File: src/rtl/mascota_pkg.sv
// Shared definitions for the mascota input front-end and the fsm_mascota bench.
package mascota_pkg;

  typedef enum logic [1:0] {
    IDLE      = 2'd0,
    PRESS_CHK = 2'd1,
    HELD      = 2'd2,
    REL_CHK   = 2'd3
  } chan_state_e;

  localparam int DEBOUNCE_CYCLES_DEF   = 16;
  localparam int LONG_PRESS_CYCLES_DEF = 64;

  // Counter width able to hold values up to and including max.
  function automatic int cnt_w(input int max);
    return $clog2(max) + 1;
  endfunction

endpackage

File: src/rtl/debounce_channel.sv
// One pushbutton channel: 2-FF synchronizer plus press/release debounce FSM.
module debounce_channel
  import mascota_pkg::*;
#(
  parameter int DEBOUNCE_CYCLES = DEBOUNCE_CYCLES_DEF,
  parameter bit INVERT          = 1'b0
) (
  input  logic clk,
  input  logic reset,
  input  logic raw,
  output logic press_confirm,
  output logic release_confirm,
  output logic held
);

  localparam int CW = cnt_w(DEBOUNCE_CYCLES);
  localparam logic [CW-1:0] CNT_LAST = CW'(DEBOUNCE_CYCLES - 1);
  localparam logic [CW-1:0] CNT_ONE  = CW'(1);

  logic [1:0]    sync_ff;
  logic          s;
  chan_state_e   state, state_nx;
  logic [CW-1:0] cnt, cnt_nx;

  assign s = sync_ff[1];

  always_ff @(posedge clk) begin
    if (!reset) begin
      sync_ff <= '0;
      state   <= IDLE;
      cnt     <= '0;
    end else begin
      sync_ff <= {sync_ff[0], raw ^ INVERT};
      state   <= state_nx;
      cnt     <= cnt_nx;
    end
  end

  always_comb begin
    state_nx        = state;
    cnt_nx          = cnt;
    press_confirm   = 1'b0;
    release_confirm = 1'b0;
    case (state)
      IDLE: begin
        cnt_nx = '0;
        if (s) begin
          state_nx = PRESS_CHK;
          cnt_nx   = CNT_ONE;
        end
      end
      PRESS_CHK: begin
        if (!s) begin
          state_nx = IDLE;
          cnt_nx   = '0;
        end else if (cnt == CNT_LAST) begin
          state_nx      = HELD;
          cnt_nx        = '0;
          press_confirm = 1'b1;
        end else begin
          cnt_nx = cnt + CNT_ONE;
        end
      end
      HELD: begin
        cnt_nx = '0;
        if (!s) begin
          state_nx = REL_CHK;
          cnt_nx   = CNT_ONE;
        end
      end
      REL_CHK: begin
        if (s) begin
          state_nx = HELD;
          cnt_nx   = '0;
        end else if (cnt == CNT_LAST) begin
          state_nx        = IDLE;
          cnt_nx          = '0;
          release_confirm = 1'b1;
        end else begin
          cnt_nx = cnt + CNT_ONE;
        end
      end
      default: begin
        state_nx = IDLE;
        cnt_nx   = '0;
      end
    endcase
  end

  // REL_CHK still counts as held so a bouncy release does not restart the long-press timer.
  assign held = (state == HELD) || (state == REL_CHK);

endmodule

File: src/rtl/mascota_input_conditioner.sv
// Conditions raw buttons and light sensor into clean A/B/C pulses, test_mode and luz for fsm_mascota.
module mascota_input_conditioner
  import mascota_pkg::*;
#(
  parameter int DEBOUNCE_CYCLES   = DEBOUNCE_CYCLES_DEF,
  parameter int LONG_PRESS_CYCLES = LONG_PRESS_CYCLES_DEF,
  parameter bit BTN_ACTIVE_LOW    = 1'b0
) (
  input  logic clk,
  input  logic reset,
  input  logic btn_a_raw,
  input  logic btn_b_raw,
  input  logic btn_c_raw,
  input  logic luz_raw,
  output logic a_pulse,
  output logic b_pulse,
  output logic c_pulse,
  output logic test_mode,
  output logic luz_sync
);

  localparam int NUM_BTN = 3;
  localparam int HW      = cnt_w(LONG_PRESS_CYCLES);
  localparam logic [HW-1:0] HOLD_MAX  = HW'(LONG_PRESS_CYCLES);
  localparam logic [HW-1:0] HOLD_LAST = HW'(LONG_PRESS_CYCLES - 1);

  logic [NUM_BTN-1:0] btn_raw, press, release_c, held;
  logic [1:0]         luz_ff;
  logic [HW-1:0]      hold_cnt;
  logic               long_flag, long_now;

  assign btn_raw = {btn_c_raw, btn_b_raw, btn_a_raw};

  for (genvar i = 0; i < NUM_BTN; i++) begin : g_chan
    debounce_channel #(
      .DEBOUNCE_CYCLES (DEBOUNCE_CYCLES),
      .INVERT          (BTN_ACTIVE_LOW)
    ) u_chan (
      .clk             (clk),
      .reset           (reset),
      .raw             (btn_raw[i]),
      .press_confirm   (press[i]),
      .release_confirm (release_c[i]),
      .held            (held[i])
    );
  end

  // Hold counter crossing the threshold this edge; a release on the same edge counts as long.
  assign long_now = held[2] && (hold_cnt == HOLD_LAST);

  always_ff @(posedge clk) begin
    if (!reset) begin
      luz_ff    <= '0;
      a_pulse   <= 1'b0;
      b_pulse   <= 1'b0;
      c_pulse   <= 1'b0;
      test_mode <= 1'b0;
      long_flag <= 1'b0;
      hold_cnt  <= '0;
    end else begin
      luz_ff  <= {luz_ff[0], luz_raw};
      a_pulse <= press[0];
      b_pulse <= press[1];
      c_pulse <= release_c[2] && !long_flag && !long_now;

      if (press[2])
        hold_cnt <= '0;
      else if (held[2] && hold_cnt != HOLD_MAX)
        hold_cnt <= hold_cnt + HW'(1);

      if (long_now)
        test_mode <= ~test_mode;

      if (release_c[2])
        long_flag <= 1'b0;
      else if (long_now)
        long_flag <= 1'b1;
    end
  end

  assign luz_sync = luz_ff[1];

endmodule

File: config.mk
export PLATFORM = sky130hd
export DESIGN_NAME = mascota_input_conditioner
export DESIGN_NICKNAME = d
export VERILOG_FILES = /design/src/rtl/mascota_pkg.sv /design/src/rtl/debounce_channel.sv /design/src/rtl/mascota_input_conditioner.sv
export SDC_FILE = /design/constraint.sdc
export NUM_CORES = 1
export LEC_CHECK = 0
export ABC_AREA = 1
export BUFFER_PORTS_ARGS = -buffer_cell sky130_fd_sc_hd__buf_2
export CAP_MARGIN = 20
export CORE_ASPECT_RATIO = 2
export CORE_MARGIN = 5
export CORE_UTILIZATION = 60
export CTS_CLUSTER_SIZE = 14
export DETAILED_ROUTE_END_ITERATION = 10
export PLACE_DENSITY = 0.79
export SLEW_MARGIN = 20
export SYNTH_ARGS = -nofsm -noshare
export SYNTH_HDL_FRONTEND = slang
export SYNTH_SLANG_ARGS = --single-unit
File: constraint.sdc
create_clock -name clk -period 1.92 [get_ports clk]
set_input_delay 0.096 -clock clk [delete_from_list [all_inputs] [get_ports clk]]
set_output_delay 0.096 -clock clk [all_outputs]
set_load 0.1 [all_outputs]
==> results.py, run 1 <==
metrics = {
    "run_status": {
        "outcome": "completed",
    },
    "worst_setup_path": {
        "r2r_slack_ps": 590,
        "worstPathCellList": "ha_1, nand3_1, nor2_2, nand2_1, o21ai_4, a21oi_1",
        "max_stage_delay_ps": 360,
        "crit_path_end_kind": "register",
        "cp_max_fo": 7,
        "worstSetupPathType": "register to register",
        "worst_setup_path_start_kind": "register",
        "required_ps": 2100,
        "slowest_stage": "dfxtp_1",
        "worstPathArrival_ps": 1510,
    },
    "timing": {
        "max_clock_freq_mhz": 753.4,
        "rsz0062_at_grt": "no",
        "tns_ps": 0,
        "drv_slew": 0,
        "skew_ps": 7.258,
        "worst_pin_slew_ps": 492.9,
        "fin_crit_sh": 0.6913,
        "maxSlewHeadroom": 0.6737,
        "period_needed_ps": 1327,
        "setup_viol": 0,
        "finalHoldViolCount": 0,
    },
    "cts": {
        "cts_root_buffer": "clkbuf_8",
        "cts_buffers": 5,
        "postCtsHoldBufs": 4,
        "cts_tree": "yes",
        "h-tree-depth": 2,
        "post_cts_buffers": 0,
        "cts.clk_slew.worst_paths_ps": 70,
        "clkLatencyLatePin_ps": 290,
        "clkSinkCount": 41,
        "cts_resized": 0,
        "clockBufferDepth": 2,
    },
    "routing": {
        "wl_per_cell_um": 12.20,
        "vias_per_cell": 5.300,
        "drc": 0,
        "wl_um": 3051,
        "antenna_left": 0,
        "dr.pass1.iters": 4,
        "via_count": 1325,
        "drtIter0Drc": 45,
    },
    "final_layout": {
        "seq_area_um2": 820.8,
        "multiInputGateArea_um2": 695.7,
        "layout-drive-gt1-share": 0.1086,
        "nets": 231,
        "n_antenna_cell": 0,
        "stdcell_count": 250,
        "area_growth_pct": 11.36,
        "num-fill-cells": 230,
        "post-route-util": 0.6764,
    },
    "job": {
        "drv_cap": 0,
    },
    "yosys": {
        "yosysTopAreaCellShare": 0.5000,
        "yosys_warnings": 0,
        "synth_seq_area_share": 0.5000,
        "syn_inst": 202,
        "yosys.area.top_type": "dfxtp_1",
        "synth_area_um2": 1642,
        "synth.area.top_cells": "dfxtp_1, nand2_1, inv_1, nand3_1, nor2_1",
        "synth-seq-cells": 41,
        "syn_avg_cell_area_um2": 8.127,
        "syn-num-nets": 213,
        "synth_cell_types": 28,
    },
    "min_path": {
        "hold_path.class": "input pin to register",
    },
    "floorplan": {
        "pin_count": 11,
        "core_um2": 2703,
        "row_count": 27,
        "dieWidth_um": 46.99,
        "die_y_um": 83.97,
        "dieArea_um2": 3945,
        "initial_utilization": 0.6074,
    },
    "placement": {
        "dpl.cell_count": 238,
        "gp_congestion": 0.7644,
        "portBuffers": 10,
        "hpwlAfterDp_um": 2258,
    },
    "global_routing": {
        "grt_max_degree": 13,
        "grt_pass1_vias": 1353,
        "grt_usage": 0.1876,
        "grt_first_pass_wirelength_um": 5464,
        "antenna_found_initial": 0,
        "gr-total-overflow": 0,
    },
    "pwr": {
        "p_per_area_nw_per_um2": 810.5,
        "ir_drop_mv": 0.6624,
        "p_leak_nw": 0.7762,
    },
}
where the power goes:
| part | switching [W] | internal, W | total (W) |
|---|---|---|---|
| clock | 0.000273 | 0.000258 | 0.000531 |
| sequential | 0.0000130 | 0.000865 | 0.000878 |
| combinational | 0.0000463 | 0.0000267 | 0.0000730 |
layout make-up:
cell class                 count  area share
sequential                    41      0.4490
tap                           29     0.01985
clock buffer                   8     0.04381
timing repair buffer          15     0.05339
inverter                      26     0.05339
multi-input combinational    131      0.3806
cell usage in the layout, fill, tap and decap left out, types with 2 or more instances in the layout:
master and n:
a21oi_1 11, buf_2 10, clkbuf_1 3, clkbuf_8 5, dfxtp_1 41, dlygate4sd3_1 4, ha_1 5, inv_1 25
nand2_1 46, nand3_1 18, nand4_1 3, nor2_1 24, nor3_1 2, xnor2_1 4, xor2_1 6
flip-flops by register name, summed over array words and instances, names as in the netlist, named ones only:
register               flops
hold_cnt                   7
g_chan.u_chan.sync_ff      6
long_flag                  1
g_chan.u_chan.state        3
a_pulse                    1
c_pulse                    1
g_chan.u_chan.cnt         15
luz_ff                     2
b_pulse                    1
test_mode                  1
metal layers:
layer  global-route usage  share of wire
met5                    0              0
met2               0.3333           0.58
met4               0.1058          0.038
met1               0.1808           0.35
met3              0.03888          0.033
cells in the mapped netlist:
cell type and instances:
clkbuf_1 1, nor2_4 1, o21ai_2 1, nand3_1 18, o221ai_1 1, nand3b_1 1, a21oi_1 11, o31ai_1 1
nand2_2 1, buf_2 1, inv_1 25, nand2_1 46, xor2_1 6, nand4_1 3, ha_1 5, buf_4 1
dfxtp_1 41, nor3_2 1, buf_6 1, o21ai_4 1, nor4_2 1, a211oi_1 1, xnor2_1 4, nor2_2 1
nor2_1 24, nor3_1 2, inv_2 1, nor4_1 1
critical path, delay by kind of cell, from the launching register on:
kind,cells,cell delay (ps)
AO/OA/AOI/OAI,2,310
adder cells (fa/ha/maj),1,190
flip-flops,1,360
AND/OR/NAND/NOR,3,360
worst paths after layout:
check                              start                           to  cells past startpoint
min                                reset  g_chan[1].u_chan.sync_ff[1]                      3
max              g_chan[2].u_chan.cnt[0]                  hold_cnt[5]                      6
max reg2reg      g_chan[2].u_chan.cnt[0]                  hold_cnt[5]                      6
min reg2reg  g_chan[1].u_chan.sync_ff[0]  g_chan[1].u_chan.sync_ff[1]                      2
kinds of logic (layout without fill, tap and decap cells):
| group | Yosys count | count (layout) | synth area share |
|---|---|---|---|
| flip-flops | 41 | 41 | 0.5000 |
| adder cells (fa/ha/maj) | 5 | 5 | 0.03811 |
| AO/OA/AOI/OAI | 16 | 16 | 0.06327 |
| AND/OR/NAND/NOR | 100 | 100 | 0.2691 |
| XOR/XNOR | 10 | 10 | 0.05335 |
| buffers and inverters | 30 | 49 | 0.07621 |
through the flow:
| stage | cell area [um^2] | power (W) | setup slack (ps) | hold WS (ps) |
|---|---|---|---|---|
| floorplan | 1642 | 0.0009466 | 609.5 | 193.6 |
| global placement | 1708 | 0.0009593 | 626.4 | 277.5 |
| detailed placement | 1708 | 0.0009629 | 597.5 | 285.2 |
| CTS | 1828 | 0.001491 | 588.3 | 125.7 |
| global route | 1828 | 0.001548 | 467.6 | 144.4 |
| finish | 1828 | 0.001482 | 592.7 | 137.0 |
(Power assumes the default switching activity.)
==> run 2: changes to the inputs <==
- CORE_UTILIZATION: 60 -> 58
- PLACE_DENSITY: 0.79 -> 0.77
- clock period: 1.92 -> 1.3 ns (I/O delays scaled with it)
==> results.py, run 2 (synthesis results as in run 1) <==
metrics = {
    "run_status": {
        "outcome": "completed",
    },
    "timing": {
        "max_clock_freq_mhz": 814.4,
        "setup_ws_ps": 72.06,
        "fin_crit_sh": 0.9446,
        "skew_ps": 3.039,
        "period_needed_ps": 1228,
        "finalHoldViolCount": 0,
        "worst_pin_slew_ps": 491.1,
        "drv_slew": 0,
        "setup_viol": 0,
        "maxSlewHeadroom": 0.6748,
    },
    "pwr": {
        "p_per_area_nw_per_um2": 1130,
        "p_leak_nw": 0.7946,
        "pwr-share-seq": 0.596,
        "clkPwrFrac": 0.351,
        "p_int_w": 0.001691,
        "swShare": 0.2210,
        "ir_drop_mv": 1.242,
        "power_switching_w": 0.0004797,
        "finalPower_w": 0.002171,
        "power_frac_comb": 0.054,
    },
    "final_layout": {
        "num-fill-cells": 195,
        "largest_reg_flops": 15,
        "layout_common_cells": "nand2_1, dfxtp_1, inv_1, nor2_1, nand3_1",
        "area_growth_pct": 17.07,
        "final_common_cell": "nand2_1",
        "largestRegisters": "g_chan.u_chan.cnt x15, hold_cnt x7, g_chan.u_chan.sync_ff x6",
        "seq_area_um2": 829.5,
        "layout-drive-gt1-share": 0.2063,
        "largest-register": "g_chan.u_chan.cnt",
        "n_antenna_cell": 0,
        "nets": 233,
        "multiInputGateArea_um2": 759.5,
    },
    "job": {
        "drv_cap": 0,
    },
    "worst_setup_path": {
        "slowest_stage": "dfxtp_4",
        "max_stage_delay_ps": 370,
        "required_ps": 1520,
        "worstSetupPathType": "register to register",
        "worstPathCellList": "inv_2, ha_1, nand2_2, nor2_2, nor2_4, nand2_1, a21oi_2",
        "crit_path_end_kind": "register",
        "cp_max_fo": 5,
        "worst_setup_path_start_kind": "register",
        "worstPathArrival_ps": 1450,
    },
    "cts": {
        "clkLatencyLatePin_ps": 280,
        "cts.clk_slew.worst_paths_ps": 70,
        "clkSinkCount": 41,
        "cts_buffers": 5,
        "clockBufferDepth": 2,
        "cts_root_buffer": "clkbuf_8",
        "cts_tree": "yes",
        "h-tree-depth": 2,
    },
    "routing": {
        "drtIter0Drc": 27,
        "via_count": 1293,
        "vias_per_cell": 5.131,
        "wl_per_cell_um": 11.52,
        "drc": 0,
        "dr.pass1.iters": 4,
        "antenna_left": 0,
        "wl_um": 2903,
    },
    "global_routing": {
        "gr-total-overflow": 0,
        "grt_first_pass_wirelength_um": 5423,
        "antenna_found_initial": 0,
        "grt_max_degree": 16,
        "grt_pass1_vias": 1345,
        "grt_util_met2": 0.3215,
        "grt.busiest_layer": "met2",
        "grt.met1_usage": 0.1842,
        "grt_usage": 0.1800,
        "grt_use_met3": 0.05096,
    },
    "floorplan": {
        "initial_utilization": 0.5999,
        "row_count": 27,
        "dieWidth_um": 47.62,
        "core_um2": 2736,
        "die_y_um": 85.24,
        "pin_count": 11,
        "dieArea_um2": 4059,
    },
    "placement": {
        "hpwlAfterDp_um": 2168,
        "portBuffers": 10,
        "place_ws_ps": -24.41,
        "gp_congestion": 0.7765,
    },
    "min_path": {
        "hold_path.class": "input pin to register",
    },
}
run 2: power groups by stage:
stage          Clock [W]  Sequential [W]  Combinational [W]
2_1_floorplan          0         0.00132          0.0000735
3_3_place_gp           0         0.00132          0.0000978
3_5_place_dp           0         0.00132           0.000102
4_1_cts         0.000792         0.00129           0.000112
5_1_grt         0.000860         0.00130           0.000135
6_report        0.000762         0.00129           0.000116
run 2: cell type report:
type / count / area share
clock buffers: 6 / 0.03776
well taps: 29 / 0.01888
clock inverters: 2 / 0.005208
repair buffers: 17 / 0.06055
inverters: 26 / 0.05078
flip-flops and latches: 41 / 0.4316
multi-input cells: 131 / 0.3952
run 2: stage by stage:
| step | setup TNS (ps) | instances | hold WS, ps | utilization | instance area [um^2] |
|---|---|---|---|---|---|
| finish | 0 | 252 | 158.9 | 0.7023 | 1922 |
| global route | -2.246 | 252 | 188.3 | 0.7023 | 1922 |
| CTS | 0 | 252 | 147.8 | 0.6799 | 1861 |
| detailed placement | -42.37 | 239 | 251.7 | 0.6273 | 1717 |
| global placement | 0 | 239 | 246.2 | 0.6273 | 1717 |
| floorplan | 0 | 202 | 162.6 | - | 1643 |
run 2: worst paths after layout:
path                                                   from                     endpoint  slack (ps)  cells past startpoint
worst max-delay path                            hold_cnt[0]                  hold_cnt[3]          70                      7
worst min-delay path                                  reset                     register         160                      3
worst max register to register                  hold_cnt[0]                  hold_cnt[3]          70                      7
worst min register to register  g_chan[0].u_chan.sync_ff[0]  g_chan[0].u_chan.sync_ff[1]         410                      2
run 2: critical path, delay by kind of cell (launching register included):
family                     cells  cell delay (ps)
and+or+nand+nor                4              400
buffers and inverters          1               50
adders and majority gates      1              200
AOI/OAI and AO/OA              1              140
DFF                            1              370
run 2: timing repair:
item | CTS | global route
buffers inserted | 1 | 0
resized for setup | 6 | 17
hold buffers | 4 | 0
hold endpoints to repair | 4 | 0
pin swaps | 2 | 6
setup endpoints to repair | 7 | 17
run 2: metal layers:
metal | up-vias | routed length (um)
met3 | 5 | 83
met1 | 593 | 1096
met4 | 0 | 44
li1 | 678 | -
met2 | 17 | 1679
met5 | - | 0
==> run 3: changes to the inputs <==
- CORE_ASPECT_RATIO: 2 -> 0.9
- REMOVE_ABC_BUFFERS: default -> 1
==> results.py, run 3 (synthesis results as in run 1) <==
metrics = {
    "run_status": {
        "outcome": "completed",
    },
    "floorplan": {
        "die_y_um": 60.47,
        "row_count": 18,
        "dieWidth_um": 66.08,
        "dieArea_um2": 3996,
        "initial_utilization": 0.6024,
        "pin_count": 11,
        "core_um2": 2725,
    },
    "worst_setup_path": {
        "cp_max_fo": 2,
        "required_ps": 1540,
        "critical_path_buf_inv_count": 2,
        "slowest_stage": "dfxtp_2",
        "worstPathCellList": "ha_4, nand3_2, nor2_4, buf_4, inv_1, nand2_1, nand3_1, nand2_1, nor2_1",
        "worstPathArrival_ps": 1460,
        "cp_common_cell": "nand2_1",
        "r2r_slack_ps": 80,
        "worst_setup_path_start_kind": "register",
        "crit_path_end_kind": "register",
        "max_stage_delay_ps": 370,
        "worstSetupPathType": "register to register",
        "critical-path-top-delay-family": "simple AND/OR/NAND/NOR gates",
    },
    "final_layout": {
        "largest_reg_flops": 15,
        "num-fill-cells": 199,
        "final_common_cell": "nand2_1",
        "layout_common_cells": "nand2_1, dfxtp_1, inv_1, nor2_1, nand3_1",
        "stdcell_count": 263,
        "layout-drive-gt1-share": 0.2287,
        "largestRegisters": "g_chan.u_chan.cnt x15, hold_cnt x7, g_chan.u_chan.sync_ff x6",
        "post-route-util": 0.7094,
        "nets": 234,
        "area_growth_pct": 17.76,
        "largest-register": "g_chan.u_chan.cnt",
        "n_antenna_cell": 0,
    },
    "routing": {
        "wl_um": 2935,
        "vias_per_cell": 4.935,
        "antenna_left": 0,
        "dr.pass1.iters": 4,
        "wl_per_cell_um": 11.16,
        "drtIter0Drc": 33,
        "drc": 0,
        "via_count": 1298,
    },
    "pwr": {
        "finalPower_w": 0.002039,
        "p_leak_nw": 0.7793,
        "ir_drop_mv": 0.8066,
        "p_per_area_nw_per_um2": 1055,
    },
    "timing": {
        "setup_ws_ps": 75.35,
        "period_needed_ps": 1225,
        "finalHoldViolCount": 0,
        "max_clock_freq_mhz": 816.6,
        "fin_crit_sh": 0.9420,
        "worst_pin_slew_ps": 487.6,
        "setup_viol": 0,
        "skew_ps": 6.568,
        "drv_slew": 0,
        "maxSlewHeadroom": 0.6772,
    },
    "cts": {
        "clkSinkCount": 41,
        "cts.clk_slew.worst_paths_ps": 110,
        "cts_buffers": 5,
        "clockBufferDepth": 2,
        "clkLatencyLatePin_ps": 330,
        "cts_tree": "yes",
        "h-tree-depth": 2,
        "cts_root_buffer": "clkbuf_4",
    },
    "global_routing": {
        "antenna_found_initial": 0,
        "grt_usage": 0.1688,
        "grt_pass1_vias": 1265,
        "grt_max_degree": 13,
        "gr-total-overflow": 0,
        "grt_first_pass_wirelength_um": 5119,
    },
    "min_path": {
        "hold_path.class": "input pin to register",
    },
    "placement": {
        "place_ws_ps": -31.17,
        "gp_congestion": 0.8699,
        "portBuffers": 10,
        "dpl.cell_count": 250,
        "hpwlAfterDp_um": 2111,
    },
    "job": {
        "drv_cap": 0,
    },
}
run 3: cell types whose count changed in the layout (fill, tap and decap cells not counted), moves of 2 or more:
cell | before | now
clkbuf_4 | 0 | 5
clkbuf_8 | 5 | 1
buf_4 | 2 | 4
clkinv_2 | 2 | 0
ha_1 | 3 | 1
ha_2 | 1 | 3
inv_1 | 23 | 25
inv_2 | 3 | 1
nand3_2 | 0 | 2
run 3: report_power, final:
part	internal (W)	total [W]	switching, W
Combinational	0.0000459	0.000118	0.0000724
Sequential	0.00128	0.00130	0.0000188
Clock	0.000256	0.000625	0.000369
Total	0.00158	0.00204	0.000460
run 3: stage by stage:
stage	area [um^2]	TNS, ps	hold WS, ps
after floorplan	1614	-10.53	158.5
after global placement	1729	0	245.0
after detailed placement	1729	-148.2	250.3
after CTS	1852	0	38.50
after global routing	1933	-5.250	28.19
final	1933	0	52.90
run 3: area by class of cell:
type                            instances  area, um^2  share of cell area
Tap cell                               40       50.05             0.02589
Inverter                               26       97.59             0.05049
Clock buffer                            7       55.05             0.02848
Sequential cell                        41       830.8              0.4298
Timing Repair Buffer                   18       120.1             0.06214
Multi-Input combinational cell        131       779.5              0.4032
run 3: timing repair:
| action | 4_1_cts | 5_1_grt |
|---|---|---|
| cloned | 0 | 0 |
| hold buffers | 4 | 0 |
| endpoints found under the hold margin | 4 | 0 |
| setup buffers | 2 | 0 |
| setup endpoints to repair | 7 | 20 |
| pin swaps | 2 | 5 |
| resized for setup | 5 | 23 |
run 3: final timing paths:
| kind | endpoint | from | cells after the start |
|---|---|---|---|
| worst max register to register | register | g_chan[2].u_chan.cnt[0] | 9 |
| worst max-delay path | register | g_chan[2].u_chan.cnt[0] | 9 |
| worst min register to register | g_chan[2].u_chan.sync_ff[1] | g_chan[2].u_chan.sync_ff[0] | 2 |
| worst min-delay path | g_chan[0].u_chan.sync_ff[1] | reset | 3 |
run 3: worst reg2reg max path, stage by stage, from the launching register on:
cell and delay, ps:
dfxtp_2 370, ha_4 140, nand3_2 90, nor2_4 110, buf_4 120, inv_1 40, nand2_1 70, nand3_1 70
nand2_1 70, nor2_1 40
run 3: metal layers:
metal,vias up,share of wire,GRT usage
li1,680,-,-
met1,591,0.46,0.1885
met2,20,0.48,0.2928
met3,7,0.042,0.05926
met4,0,0.014,0.07536
met5,-,0,0
